### src/rtl/sdram_pkg.sv
// -----------------------------------------------------------------------------
// sdram_pkg
// Shared definitions for the SDRAM power-up initialisation slice:
//   - SDRAM command encodings, driven as {cs_n, ras_n, cas_n, we_n}
//   - init_state_e, the state type of the initialisation sequencer
//   - state_cmd(), which maps a sequencer state to the command it issues
// There are no ports; the other files use this with import sdram_pkg::*.
// -----------------------------------------------------------------------------
package sdram_pkg;

    localparam logic [3:0] CMD_INHIBIT   = 4'b1111;
    localparam logic [3:0] CMD_NOP       = 4'b0111;
    localparam logic [3:0] CMD_PRECHARGE = 4'b0010;
    localparam logic [3:0] CMD_AUTOREF   = 4'b0001;
    localparam logic [3:0] CMD_MRS       = 4'b0000;

    typedef enum logic [2:0] {
        ST_WAIT = 3'd0,
        ST_PRE  = 3'd1,
        ST_TRP  = 3'd2,
        ST_REF  = 3'd3,
        ST_TRFC = 3'd4,
        ST_MRS  = 3'd5,
        ST_TMRD = 3'd6,
        ST_DONE = 3'd7
    } init_state_e;

    // Only the three one-cycle command states issue something other than NOP.
    function automatic logic [3:0] state_cmd(input init_state_e st);
        logic [3:0] cmd;
        case (st)
            ST_PRE:  cmd = CMD_PRECHARGE;
            ST_REF:  cmd = CMD_AUTOREF;
            ST_MRS:  cmd = CMD_MRS;
            default: cmd = CMD_NOP;
        endcase
        return cmd;
    endfunction

endpackage

### src/rtl/sdram_refresh_timer.sv
// -----------------------------------------------------------------------------
// sdram_refresh_timer
// Periodic refresh requester used once the SDRAM has been initialised.
// An interval counter runs while 'run' is high and reloads on every expiry,
// whether or not the previous request has been acknowledged.
//   clk_100m     in   clock, rising edge
//   rst_ddr_n    in   asynchronous active-low reset
//   run          in   count enable (high from init completion onward)
//   ref_ack      in   one-cycle acknowledge of ref_req
//   ref_req      out  refresh request level, set on expiry, cleared by ref_ack
//   ref_overrun  out  sticky: an interval expired while ref_req was still
//                     pending and unacknowledged; cleared only by reset
// -----------------------------------------------------------------------------
module sdram_refresh_timer #(
    parameter int REF_INTERVAL = 780
) (
    input  logic clk_100m,
    input  logic rst_ddr_n,
    input  logic run,
    input  logic ref_ack,
    output logic ref_req,
    output logic ref_overrun
);

    localparam int                IW       = $clog2(REF_INTERVAL + 1);
    localparam logic [IW-1:0]     INT_LAST = IW'(REF_INTERVAL - 1);

    logic [IW-1:0] int_cnt_r;
    logic          ref_req_r;
    logic          ref_overrun_r;
    logic          expire_s;

    // Expiry strobe: last count of the interval while the timer is running.
    always_comb begin
        expire_s = 1'b0;
        if (run && (int_cnt_r == INT_LAST)) begin
            expire_s = 1'b1;
        end else begin
            expire_s = 1'b0;
        end
    end

    // Interval counter, request level and sticky overrun flag.
    always_ff @(posedge clk_100m or negedge rst_ddr_n) begin
        if (!rst_ddr_n) begin
            int_cnt_r     <= {IW{1'b0}};
            ref_req_r     <= 1'b0;
            ref_overrun_r <= 1'b0;
        end else if (run) begin
            int_cnt_r <= expire_s ? {IW{1'b0}} : (int_cnt_r + IW'(1));
            if (expire_s) begin
                // A new expiry wins over a coincident ack: the fresh
                // interval needs its own refresh, so the request stays up.
                ref_req_r <= 1'b1;
                if (ref_req_r && !ref_ack) begin
                    ref_overrun_r <= 1'b1;
                end
            end else if (ref_ack) begin
                ref_req_r <= 1'b0;
            end
        end
    end

    assign ref_req     = ref_req_r;
    assign ref_overrun = ref_overrun_r;

endmodule

### src/rtl/sdram_init_seq.sv
// -----------------------------------------------------------------------------
// sdram_init_seq
// SDRAM power-up initialisation sequencer:
//   NOP wait -> PRECHARGE ALL -> INIT_REF_CNT x AUTO REFRESH -> MODE REGISTER
//   SET -> done. Each command is followed by its NOP recovery window.
// Optional build macro: SDRAM_AUTO_REFRESH_EN adds the periodic refresh
// timer (sdram_refresh_timer). Without it ref_req/ref_overrun are tied low
// and ref_ack is ignored.
// Ports:
//   clk_100m     in   sole clock, rising edge
//   rst_ddr_n    in   asynchronous active-low reset
//   sdr_cke      out  SDRAM clock enable
//   sdr_cmd      out  {cs_n, ras_n, cas_n, we_n}
//   sdr_addr     out  SDRAM address (A10 high on PRECHARGE, MODE_REG on MRS)
//   sdr_ba       out  bank address, always 2'b00
//   calc_done    out  initialisation complete (level)
//   ref_req      out  refresh request to the controller (level)
//   ref_ack      in   one-cycle acknowledge of ref_req
//   ref_overrun  out  sticky refresh overrun flag
// -----------------------------------------------------------------------------
module sdram_init_seq
    import sdram_pkg::*;
#(
    parameter int          PWRUP_CYC    = 20000,
    parameter int          TRP_CYC      = 2,
    parameter int          TRFC_CYC     = 7,
    parameter int          TMRD_CYC     = 2,
    parameter int          INIT_REF_CNT = 8,
    parameter logic [12:0] MODE_REG     = 13'h0030,
    parameter int          REF_INTERVAL = 780
) (
    input  logic        clk_100m,
    input  logic        rst_ddr_n,
    output logic        sdr_cke,
    output logic [3:0]  sdr_cmd,
    output logic [12:0] sdr_addr,
    output logic [1:0]  sdr_ba,
    output logic        calc_done,
    output logic        ref_req,
    input  logic        ref_ack,
    output logic        ref_overrun
);

    localparam int CNT_W  = $clog2(PWRUP_CYC + 1);
    localparam int RCNT_W = $clog2(INIT_REF_CNT + 1);

    // Last count value of each timed state. The wait states are only entered
    // when their parameter is above 1, so their "last" value is clamped.
    localparam logic [CNT_W-1:0]  PWRUP_LAST = CNT_W'(PWRUP_CYC - 1);
    localparam logic [CNT_W-1:0]  TRP_LAST   = CNT_W'((TRP_CYC  > 1) ? (TRP_CYC  - 2) : 0);
    localparam logic [CNT_W-1:0]  TRFC_LAST  = CNT_W'((TRFC_CYC > 1) ? (TRFC_CYC - 2) : 0);
    localparam logic [CNT_W-1:0]  TMRD_LAST  = CNT_W'((TMRD_CYC > 1) ? (TMRD_CYC - 2) : 0);
    localparam logic [RCNT_W-1:0] REF_LAST   = RCNT_W'(INIT_REF_CNT - 1);
    localparam logic [RCNT_W-1:0] REF_TOTAL  = RCNT_W'(INIT_REF_CNT);

    localparam logic [12:0] ADDR_PRE_ALL = 13'h0400;

    init_state_e        state_r;
    logic [CNT_W-1:0]   cnt_r;
    logic [RCNT_W-1:0]  ref_cnt_r;
    logic               sdr_cke_r;
    logic [3:0]         sdr_cmd_r;
    logic [12:0]        sdr_addr_r;
    logic               calc_done_r;

    // Sequencer. state_r names the phase whose command appears on the pins
    // at the next edge: the pin registers decode state_r, so the first edge
    // after reset release already shows NOP for the WAIT phase.
    always_ff @(posedge clk_100m or negedge rst_ddr_n) begin
        if (!rst_ddr_n) begin
            state_r     <= ST_WAIT;
            cnt_r       <= {CNT_W{1'b0}};
            ref_cnt_r   <= {RCNT_W{1'b0}};
            sdr_cke_r   <= 1'b0;
            sdr_cmd_r   <= CMD_INHIBIT;
            sdr_addr_r  <= 13'h0000;
            calc_done_r <= 1'b0;
        end else begin
            sdr_cke_r   <= 1'b1;
            sdr_cmd_r   <= state_cmd(state_r);
            calc_done_r <= (state_r == ST_DONE);
            case (state_r)
                ST_PRE:  sdr_addr_r <= ADDR_PRE_ALL;
                ST_MRS:  sdr_addr_r <= MODE_REG;
                default: sdr_addr_r <= 13'h0000;
            endcase

            case (state_r)
                ST_WAIT: begin
                    if (cnt_r == PWRUP_LAST) begin
                        cnt_r   <= {CNT_W{1'b0}};
                        state_r <= ST_PRE;
                    end else begin
                        cnt_r   <= cnt_r + CNT_W'(1);
                    end
                end
                ST_PRE: begin
                    cnt_r   <= {CNT_W{1'b0}};
                    state_r <= (TRP_CYC > 1) ? ST_TRP : ST_REF;
                end
                ST_TRP: begin
                    if (cnt_r == TRP_LAST) begin
                        cnt_r   <= {CNT_W{1'b0}};
                        state_r <= ST_REF;
                    end else begin
                        cnt_r   <= cnt_r + CNT_W'(1);
                    end
                end
                ST_REF: begin
                    ref_cnt_r <= ref_cnt_r + RCNT_W'(1);
                    cnt_r     <= {CNT_W{1'b0}};
                    if (TRFC_CYC > 1) begin
                        state_r <= ST_TRFC;
                    end else if (ref_cnt_r == REF_LAST) begin
                        state_r <= ST_MRS;
                    end else begin
                        state_r <= ST_REF;
                    end
                end
                ST_TRFC: begin
                    if (cnt_r == TRFC_LAST) begin
                        cnt_r   <= {CNT_W{1'b0}};
                        // ref_cnt_r already counts the refresh just issued.
                        state_r <= (ref_cnt_r == REF_TOTAL) ? ST_MRS : ST_REF;
                    end else begin
                        cnt_r   <= cnt_r + CNT_W'(1);
                    end
                end
                ST_MRS: begin
                    cnt_r   <= {CNT_W{1'b0}};
                    state_r <= (TMRD_CYC > 1) ? ST_TMRD : ST_DONE;
                end
                ST_TMRD: begin
                    if (cnt_r == TMRD_LAST) begin
                        cnt_r   <= {CNT_W{1'b0}};
                        state_r <= ST_DONE;
                    end else begin
                        cnt_r   <= cnt_r + CNT_W'(1);
                    end
                end
                ST_DONE: begin
                    state_r <= ST_DONE;
                end
                default: begin
                    cnt_r   <= {CNT_W{1'b0}};
                    state_r <= ST_WAIT;
                end
            endcase
        end
    end

    assign sdr_cke   = sdr_cke_r;
    assign sdr_cmd   = sdr_cmd_r;
    assign sdr_addr  = sdr_addr_r;
    assign sdr_ba    = 2'b00;
    assign calc_done = calc_done_r;

`ifdef SDRAM_AUTO_REFRESH_EN
    sdram_refresh_timer #(
        .REF_INTERVAL (REF_INTERVAL)
    ) u_refresh_timer (
        .clk_100m    (clk_100m),
        .rst_ddr_n   (rst_ddr_n),
        .run         (calc_done_r),
        .ref_ack     (ref_ack),
        .ref_req     (ref_req),
        .ref_overrun (ref_overrun)
    );
`else
    logic unused_refresh_s;
    assign unused_refresh_s = ref_ack & (REF_INTERVAL > 0);
    assign ref_req          = 1'b0;
    assign ref_overrun      = 1'b0;
`endif

endmodule
### config.mk
export PLATFORM = sky130hd
export DESIGN_NAME = sdram_init_seq
export DESIGN_NICKNAME = d
export VERILOG_FILES = /design/src/rtl/sdram_pkg.sv /design/src/rtl/sdram_refresh_timer.sv /design/src/rtl/sdram_init_seq.sv
export SDC_FILE = /design/constraint.sdc
export NUM_CORES = 1
export LEC_CHECK = 0
export CAP_MARGIN = 20
export CORE_UTILIZATION = 45
export DETAILED_ROUTE_END_ITERATION = 7
export PLACE_DENSITY_LB_ADDON = 0.1
export SLEW_MARGIN = 20
export SYNTH_ARGS = -nofsm -noshare
export SYNTH_HDL_FRONTEND = slang
export SYNTH_SLANG_ARGS = --single-unit
### constraint.sdc
create_clock -name clk_100m -period 3.1 [get_ports clk_100m]
set_input_delay 0.465 -clock clk_100m [delete_from_list [all_inputs] [get_ports clk_100m]]
set_output_delay 0.465 -clock clk_100m [all_outputs]
set_load 0.01 [all_outputs]
==> key figures, run 1 <==
Clock tree
  • CTS tree: yes
  • Root buffer cell: clkbuf_8
  • Worst-path clk slew: about 0.06 ns
  • # hold bufs at CTS: 0
  • PostCTS Resize Cnt: 0
  • Clock buffer count from CTS: 5
  • Sink Count: 30
  • Clk Latency, worst-skew pair: approximately 0.27 ns
  • CTS Buffer Depth: 2
  • Setup Fix Bufs, Post-CTS: 0
  • Htree depth: 2

Yosys
  • Synthesized area per cell: 10.3 um^2
  • Async S/R FF share, synth: 100%
  • Seq/Total Area, Yosys: a little under half
  • Share of Yosys cell area claimed by the top area cell type: about two fifths
  • Syn. warnings: 0
  • Commonest cells post-synth: dfrtp_1, nand2_1, buf_4
  • Synth cell types: 36
  • Post-Syn Instances: 160
  • EDFF count, synth: 0
  • Post-synth top flop: dfrtp_1
  • #FFs+latches synth: 30
  • Netlist Area Pre-Place: about 0.0017 mm^2
  • Cell with the most instances after synthesis: dfrtp_1
  • Synth top area cells: dfrtp_1, buf_4, dfstp_2, xor2_1, a21oi_2
  • Cell taking the most area after synthesis: dfrtp_1

Layout
  • Antenna Diode Count: 0
  • Syn-to-layout area delta: 9.52%
  • Post-layout nets: 181
  • Share of post-route cells with drive strength above 1: 16.1%

Worst setup path
  • Crit Path Category: register to register
  • Crit path depth: 6
  • Buf+Inv Stages, Crit Path: 1
  • Worst path required time: about 3.3 ns
  • Startpoint type of the worst setup path: register
  • Slowest cell on crit path: nor3_4
  • Reg2Reg Setup Slack: about 0.84 ns
  • CP Capture Type: register
  • Reg2Reg Launch Point: cnt_r[8]
  • Crit path DAT: between 2 and 2.5 ns
  • Crit-path max FO: 9
  • Critical path's top delay family: simple AND/OR/NAND/NOR gates
  • Worst path cell trace: or3_1, and4b_1, a31oi_2, nor3_4, buf_4, a21oi_1
  • Reg-to-reg endpoint: cnt_r[3]
  • Reg2Reg Depth: 6
  • Max incr delay on CP: 0.50 ns

STA
  • RSZ-0062 raised after global routing: false
  • Pins over their slew limit: 0
  • Setup TNS: 0 ns
  • Fmax: 443 MHz
  • Worst Skew: roughly 0.0079 ns
  • Post-route setup slack: between 0.8 and 0.9 ns
  • Worst-margin pin slew: between 0.5 and 0.6 ns
  • Final worst path period share: between 70% and 80%
  • Fin. Hold Viols: 0
  • Fin crit period: ~2.3 ns
  • Finish-stage setup viols: 0
  • Slew headroom: 65.8%

Placed design
  • DP Wirelength: 1.86 mm
  • GP Congestion: roughly 0.81
  • PortBufs: 10
  • Pre-CTS WS: around 0.85 ns

Hold path
  • Min-Delay Startpoint: ref_cnt_r[3]
  • Hold crit path type: register to register
  • Hold EP: ref_cnt_r[3]
  • Worst hold path depth: 1

Global routing
  • GRT Total Usage: between 15 and 20%
  • Vias in the first global route: approximately 1000
  • Antenna violations before repair: 0
  • First-pass GRT wire length: between 4 and 5 mm
  • GRT Residual Overflow: 0
  • Largest net degree at the start of global routing: 31

Floorplanning
  • Die footprint: a little under 0.004 mm^2
  • Num ports: 26
  • Die H: 62.7 um
  • Core area: roughly 0.0034 mm^2
  • Chip width: approximately 63 um
  • Initial core utilization: between 40% and 50%
  • FP Rows: 21

Power and ir drop
  • Pleak: roughly 0.84 nW
  • Internal: between 500 and 600 uW
  • Comb pwr share: around 2.8%
  • Max VDD drop: around 0.00022 V
  • Psw: about 150 uW
  • Sequential Power Share: 54.0%
  • Tot Pwr: around 730 uW
  • Pwr/cell area: slightly above 400 mW/mm^2
  • Switching Fraction: between 20% and 30%
  • Clock power share: 43.2%

Drt
  • Routed wire length: between 2 and 3 mm
  • TritonRoute pass-1 iters: 4
  • Vias: roughly 1100
  • Remaining DRCs: 0
  • Routed Antenna Nets: 0
  • Drt first-iter violations: 46
  • DR WL/cell: 12.1 um
  • Vias per std cell: ~5.0

Job
  • Max-cap violations: 0

Outcome
  • Result of the run: finished, final reports clean
[layout make-up]
class | count | area (um^2)
clock buffer | 8 | 90.1
fill | 311 | 1630
inverter | 7 | 26.3
multi-input combinational | 116 | 761
sequential | 30 | 756
tap | 46 | 57.6
timing repair buffer | 13 | 123
[through the flow]
| step | util [%] | std cells | hold slack, ns | instance area [um^2] |
|---|---|---|---|---|
| after CTS | 52.7 | 220 | 0.475 | 1810 |
| after global placement | 50.1 | 212 | 0.465 | 1720 |
| after global routing | 52.7 | 220 | 0.523 | 1810 |
| after floorplan | - | 174 | 0.169 | 1710 |
| after detailed placement | 50.1 | 212 | 0.468 | 1720 |
| final | 52.7 | 220 | 0.473 | 1810 |
[how the worst max path moves through the flow]
stage,from,endpoint,slack (ns)
final,cnt_r[8],cnt_r[3],0.84
after global routing,cnt_r[8],cnt_r[3],0.72
after CTS,cnt_r[8],cnt_r[3],0.83
after detailed placement,cnt_r[8],cnt_r[3],0.85
after global placement,cnt_r[8],cnt_r[3],0.87
after floorplan,cnt_r[8],cnt_r[10],1.27
[cell usage in the layout, fill, tap and decap left out, drive strengths merged]
| cell type | instances |
|---|---|
| and4b | 2 |
| a21oi | 15 |
| a21o | 1 |
| and2 | 1 |
| nand2 | 17 |
| dfstp | 4 |
| ha | 5 |
| conb | 16 |
| a211o | 1 |
| xnor2 | 6 |
| nand4 | 4 |
| buf | 3 |
| or3 | 1 |
| xor2 | 10 |
| nor3 | 3 |
| clkbuf | 8 |
| nor2b | 1 |
| and3b | 1 |
| nand3 | 5 |
| a31oi | 1 |
| o22ai | 1 |
| nor2 | 8 |
| o31ai | 1 |
| and4 | 1 |
| o21ai | 6 |
| and3 | 6 |
| clkdlybuf4s50 | 10 |
| nor4 | 2 |
| dfrtp | 26 |
| inv | 7 |
| a311oi | 1 |
[routing by layer]
| layer | share of wire, % | routed length [um] | track usage (%) | vias to the layer above |
|---|---|---|---|---|
| li1 | - | - | - | 535 |
| met1 | 52 | 1390 | 22.0 | 523 |
| met4 | 2.1 | 57 | 7.85 | 0 |
| met5 | 0 | 0 | 0 | - |
| met2 | 43 | 1140 | 23.4 | 29 |
| met3 | 3.1 | 82 | 4.93 | 4 |
[registers in the layout (all words and copies together), names as in the netlist]
name       count
calc_done      1
cnt_r         15
ref_cnt_r      4
sdr_addr       2
sdr_cke        1
sdr_cmd        4
state_r        3
[kinds of logic (layout without fill, tap and decap cells)]
| group | count (synthesis) | after routing | share of synthesized area [%] |
|---|---|---|---|
| other | 2 | 16 | 0.454 |
| buffers and inverters | 28 | 28 | 11.6 |
| adders and majority gates | 5 | 5 | 3.78 |
| AOI/OAI and AO/OA | 27 | 27 | 12.4 |
| and+or+nand+nor | 52 | 52 | 17.7 |
| DFF | 30 | 30 | 45.7 |
| xor gates and xnor gates | 16 | 16 | 8.47 |
[power groups by stage]
stage               combinational (mW)  sequential [mW]  clock [mW]
floorplan                       0.0207            0.402           0
global placement                0.0209            0.401           0
detailed placement              0.0210            0.401           0
CTS                             0.0211            0.394       0.324
global route                    0.0237            0.394       0.349
finish                          0.0205            0.394       0.316
Power figures use the tool's default switching activity.
==> run 2, diff against run 1 <==
==> constraint.sdc (replaced) <==
create_clock -name clk_100m -period 1.8 [get_ports clk_100m]
set_input_delay 0.27 -clock clk_100m [delete_from_list [all_inputs] [get_ports clk_100m]]
set_output_delay 0.27 -clock clk_100m [all_outputs]
set_load 0.01 [all_outputs]
==> key figures, run 2 (synthesis gave the netlist of run 1 again) <==
Outcome
  • Result of the run: finished with violations
  • Failing checks: setup timing

Clock tree
  • CTS tree: yes
  • Clk Latency, worst-skew pair: 0.27 ns
  • Htree depth: 2
  • Worst-path clk slew: 0.06 ns
  • Root buffer cell: clkbuf_8
  • Sink Count: 30
  • # hold bufs at CTS: 0
  • CTS Buffer Depth: 2
  • Clock buffer count from CTS: 5

STA
  • Fmax: between 500 and 600 MHz
  • Worst Skew: ~0.0026 ns
  • Fin crit period: 1.83 ns
  • Fin. Hold Viols: 0
  • Setup TNS: -0.318 ns
  • RSZ-0062 raised after global routing: true
  • Final worst path period share: 102%
  • Post-route setup slack: -0.0331 ns
  • Pins over their slew limit: 0
  • Finish-stage setup viols: 14
  • Hold slack: 0.386 ns

Drt
  • Vias: about 1100
  • Routed wire length: around 2.9 mm
  • Drt first-iter violations: 15
  • TritonRoute pass-1 iters: 4
  • DR WL/cell: between 10 and 15 um
  • Vias per std cell: between 4 and 5
  • Remaining DRCs: 0
  • Routed Antenna Nets: 0

Worst setup path
  • Crit-path max FO: 8
  • Worst path required time: between 1.5 and 2 ns
  • Crit path DAT: just under 2 ns
  • Startpoint type of the worst setup path: register
  • Crit Path Category: register to register
  • CP Capture Type: register

Floorplanning
  • Die H: about 63 um
  • FP Rows: 21
  • Chip width: ~63 um
  • Die footprint: 0.00393 mm^2
  • Core area: approximately 0.0034 mm^2
  • Initial core utilization: about half
  • Num ports: 26

Global routing
  • Antenna violations before repair: 0
  • Vias in the first global route: 1109
  • Largest net degree at the start of global routing: 31
  • GRT Residual Overflow: 0
  • First-pass GRT wire length: 5.11 mm
  • GRT Total Usage: 16.9%

Layout
  • Non-filler cells in the finished layout: about 240
  • Fillers: 318
  • Post-layout util: 58.2%
  • Post-layout nets: ~200
  • Syn-to-layout area delta: 20.9%
  • Largest register by flop count: cnt_r
  • Antenna Diode Count: 0
  • Share of post-route cells with drive strength above 1: between 20% and 30%
  • Commonest non-fill, non-tap cell in the layout: dfrtp_1
  • Most frequent cells in the layout: dfrtp_1, nand2_1, conb_1, buf_4, a21oi_2
  • Number of flip-flops under the largest register name: 15

Power and ir drop
  • Pwr/cell area: ~680 mW/mm^2
  • Max VDD drop: ~0.00054 V
  • Tot Pwr: approximately 1.4 mW
  • Pleak: approximately 0.9 nW

Placed design
  • GP Congestion: 0.772
  • DP Wirelength: around 2 mm
  • Placed insts: between 200 and 250
  • PortBufs: 10

Hold path
  • Hold crit path type: input pin to asynchronous set/reset pin

Job
  • Max-cap violations: 0
run 2: area by class of cell:
class                   count  area [um^2]  area share (%)
repair buffers             28          251            12.6
multi-input cells         116          802            40.1
well taps                  46         57.6            2.88
clock buffers               5         68.8            3.44
clock inverters             3         40.0            2.00
flip-flops and latches     30          756            37.8
inverters                   7         26.3            1.31
run 2: worst paths after layout:
check	slack, ns	from	endpoint	cells after the start
hold / removal	0.39	rst_ddr_n	ref_cnt_r[0]	2
max in group asynchronous	1.10	rst_ddr_n	sdr_cmd[2]	2
setup reg to reg	-0.03	cnt_r[8]	cnt_r[1]	6
min in group clk_100m	0.47	ref_cnt_r[3]	ref_cnt_r[3]	1
hold reg to reg	0.47	ref_cnt_r[3]	ref_cnt_r[3]	1
setup / recovery	-0.03	cnt_r[8]	cnt_r[1]	6
run 2: timing repair:
item,4_1_cts,5_1_grt
buffers inserted,0,2
gates resized for setup,9,1
setup endpoints to repair,15,18
cloned,0,0
pin swaps,8,2
run 2: layer usage:
layer / part of all wire, % / global-route usage (%) / vias to the layer above
li1: - / - / 561
met1: 45 / 21.0 / 555
met2: 51 / 28.7 / 25
met3: 3.0 / 3.28 / 5
met4: 1.0 / 6.98 / 0
met5: 0 / 0 / -
run 2: stage by stage:
step                cell area (um^2)  setup slack (ns)
CTS                             1980           -0.0347
floorplan                       1710          -0.00405
finish                          2000           -0.0331
global route                    2000           -0.0878
global placement                1840           -0.0681
detailed placement              1840           -0.0861
run 2: critical path, stage by stage (launching register included):
cell	delay, ns
dfrtp_1	0.39
or3_4	0.39
and4b_2	0.34
a31oi_4	0.11
nor3_4	0.25
buf_12	0.17
o22ai_4	0.06
run 2: report_power, final:
group	total, mW	switching, mW	internal, mW
combinational	0.0353	0.0281	0.00713
clock	0.655	0.249	0.407
sequential	0.678	0.000515	0.678
==> run 3, diff against run 2 <==
--- a/config.mk
+++ b/config.mk
@@ -9,7 +9,8 @@
 export CORE_UTILIZATION = 45
 export DETAILED_ROUTE_END_ITERATION = 7
 export PLACE_DENSITY_LB_ADDON = 0.1
-export SLEW_MARGIN = 20
+export SKIP_LAST_GASP = 1
+export SLEW_MARGIN = 15
 export SYNTH_ARGS = -nofsm -noshare
 export SYNTH_HDL_FRONTEND = slang
 export SYNTH_SLANG_ARGS = --single-unit
==> key figures, run 3 (synthesis gave the netlist of run 1 again) <==
Worst setup path
  • Buf+Inv Stages, Crit Path: 1
  • Slowest cell on crit path: dfrtp_1
  • Startpoint type of the worst setup path: register
  • Max incr delay on CP: roughly 0.4 ns
  • Worst path required time: 1.95 ns
  • CP Capture Type: register
  • Crit-path max FO: 8
  • Crit Path Category: register to register
  • Critical path's top delay family: simple AND/OR/NAND/NOR gates
  • Crit path DAT: between 1.5 and 2 ns
  • Worst path cell trace: or3_4, and4b_2, a31oi_4, nor3_4, buf_12, o22ai_4

STA
  • Fin. Hold Viols: 0
  • Worst Skew: 0.00181 ns
  • Pins over their slew limit: 0
  • Final worst path period share: 101%
  • Hold slack: 0.388 ns
  • Setup TNS: -0.237 ns
  • Post-route setup slack: -0.0268 ns
  • RSZ-0062 raised after global routing: true
  • Fin crit period: between 1.5 and 2 ns
  • Finish-stage setup viols: 14
  • Fmax: 547 MHz

Global routing
  • Largest net degree at the start of global routing: 31
  • Met1 Use GR: approximately a fifth
  • GRT Residual Overflow: 0
  • Met3 usage in global routing: ~3.3%
  • First-pass GRT wire length: around 5.1 mm
  • GRT Total Usage: 16.8%
  • Vias in the first global route: around 1100
  • Antenna violations before repair: 0
  • GRT Max-Usage Layer: met2
  • Met2 global-route usage: between 20% and 30%

Floorplanning
  • Die H: approximately 63 um
  • Initial core utilization: ~48%
  • Die footprint: 0.00393 mm^2
  • Core area: around 0.0034 mm^2
  • FP Rows: 21
  • Chip width: around 63 um
  • Num ports: 26

Clock tree
  • CTS Buffer Depth: 2
  • Root buffer cell: clkbuf_8
  • Worst-path clk slew: 0.06 ns
  • CTS tree: yes
  • Sink Count: 30
  • Clk Latency, worst-skew pair: approximately 0.27 ns
  • Htree depth: 2
  • Clock buffer count from CTS: 5

Placed design
  • Post-DP Area: approximately 0.0018 mm^2
  • Placed insts: between 200 and 250
  • Pre-CTS WS: -0.0861 ns
  • GP Congestion: between 0.7 and 0.8
  • DP Wirelength: 2.04 mm
  • PortBufs: 10

Outcome
  • Result of the run: finished with violations
  • Failing checks: setup timing

Layout
  • Largest register by flop count: cnt_r
  • Fillers: between 300 and 400
  • FF/Latch Area: 756 um^2
  • Most frequent cells in the layout: dfrtp_1, nand2_1, conb_1, buf_4, a21oi_2
  • Number of flip-flops under the largest register name: 15
  • Final instance area: between 0.002 and 0.0025 mm^2
  • Post-layout util: slightly below 60%
  • Footprint of the multi-input gates: 802 um^2
  • Post-layout nets: just under 200
  • Share of post-route cells with drive strength above 1: 28.0%
  • Commonest non-fill, non-tap cell in the layout: dfrtp_1
  • Antenna Diode Count: 0
  • Syn-to-layout area delta: 20.9%
  • Non-filler cells in the finished layout: 235

Power and ir drop
  • Tot Pwr: around 1.4 mW
  • Pwr/cell area: 682 mW/mm^2
  • Max VDD drop: about 0.00053 V
  • Pleak: approximately 0.93 nW

Drt
  • TritonRoute pass-1 iters: 4
  • DR WL/cell: between 10 and 15 um
  • Vias: ~1200
  • Drt first-iter violations: 16
  • Remaining DRCs: 0
  • Routed Antenna Nets: 0
  • Routed wire length: around 2.9 mm
  • Vias per std cell: a little under 5

Hold path
  • Hold crit path type: input pin to asynchronous set/reset pin

Job
  • Max-cap violations: 0
## run 3: cell counts in the layout (fill, tap and decap cells not counted)
No cell type changed its count.
## run 3: routing by layer
metal	part of all wire (%)	vias up	wire length, um
met3	3.0	4	85
met2	51	23	1450
li1	-	561	-
met1	45	563	1290
met4	0.87	0	25
met5	0	-	0
## run 3: worst paths after layout
kind	startpoint	to	slack (ns)	depth (start not counted)
max	cnt_r[8]	cnt_r[1]	-0.03	6
min	rst_ddr_n	ref_cnt_r[0]	0.39	2
max reg2reg	cnt_r[8]	cnt_r[1]	-0.03	6
min reg2reg	ref_cnt_r[3]	ref_cnt_r[3]	0.47	1
max in group asynchronous	rst_ddr_n	sdr_cmd[2]	1.10	2
min in group clk_100m	ref_cnt_r[3]	ref_cnt_r[3]	0.47	1
## run 3: cell type report
type	instances	share of cell area, %
Tap cell	46	2.88
Clock buffer	5	3.44
Sequential cell	30	37.8
Timing Repair Buffer	28	12.6
Multi-Input combinational cell	116	40.1
Inverter	7	1.31
Clock inverter	3	2.00
## run 3: timing repair
action	4_1_cts	5_1_grt
setup endpoints to repair	15	18
resized for setup	9	1
pin swaps	7	3
hold buffers	0	0
setup buffers	0	2
## run 3: worst reg2reg max path, stage by stage (launching register included)
cell,delay [ns]
dfrtp_1,0.39
or3_4,0.39
and4b_2,0.33
a31oi_4,0.11
nor3_4,0.25
buf_12,0.17
o22ai_4,0.06
## run 3: report_power, final
part,switching (mW),internal [mW],total [mW],leakage (nW)
registers,0.000516,0.678,0.678,0.389
clock network,0.246,0.407,0.652,0.0579
logic,0.0282,0.00713,0.0354,0.480
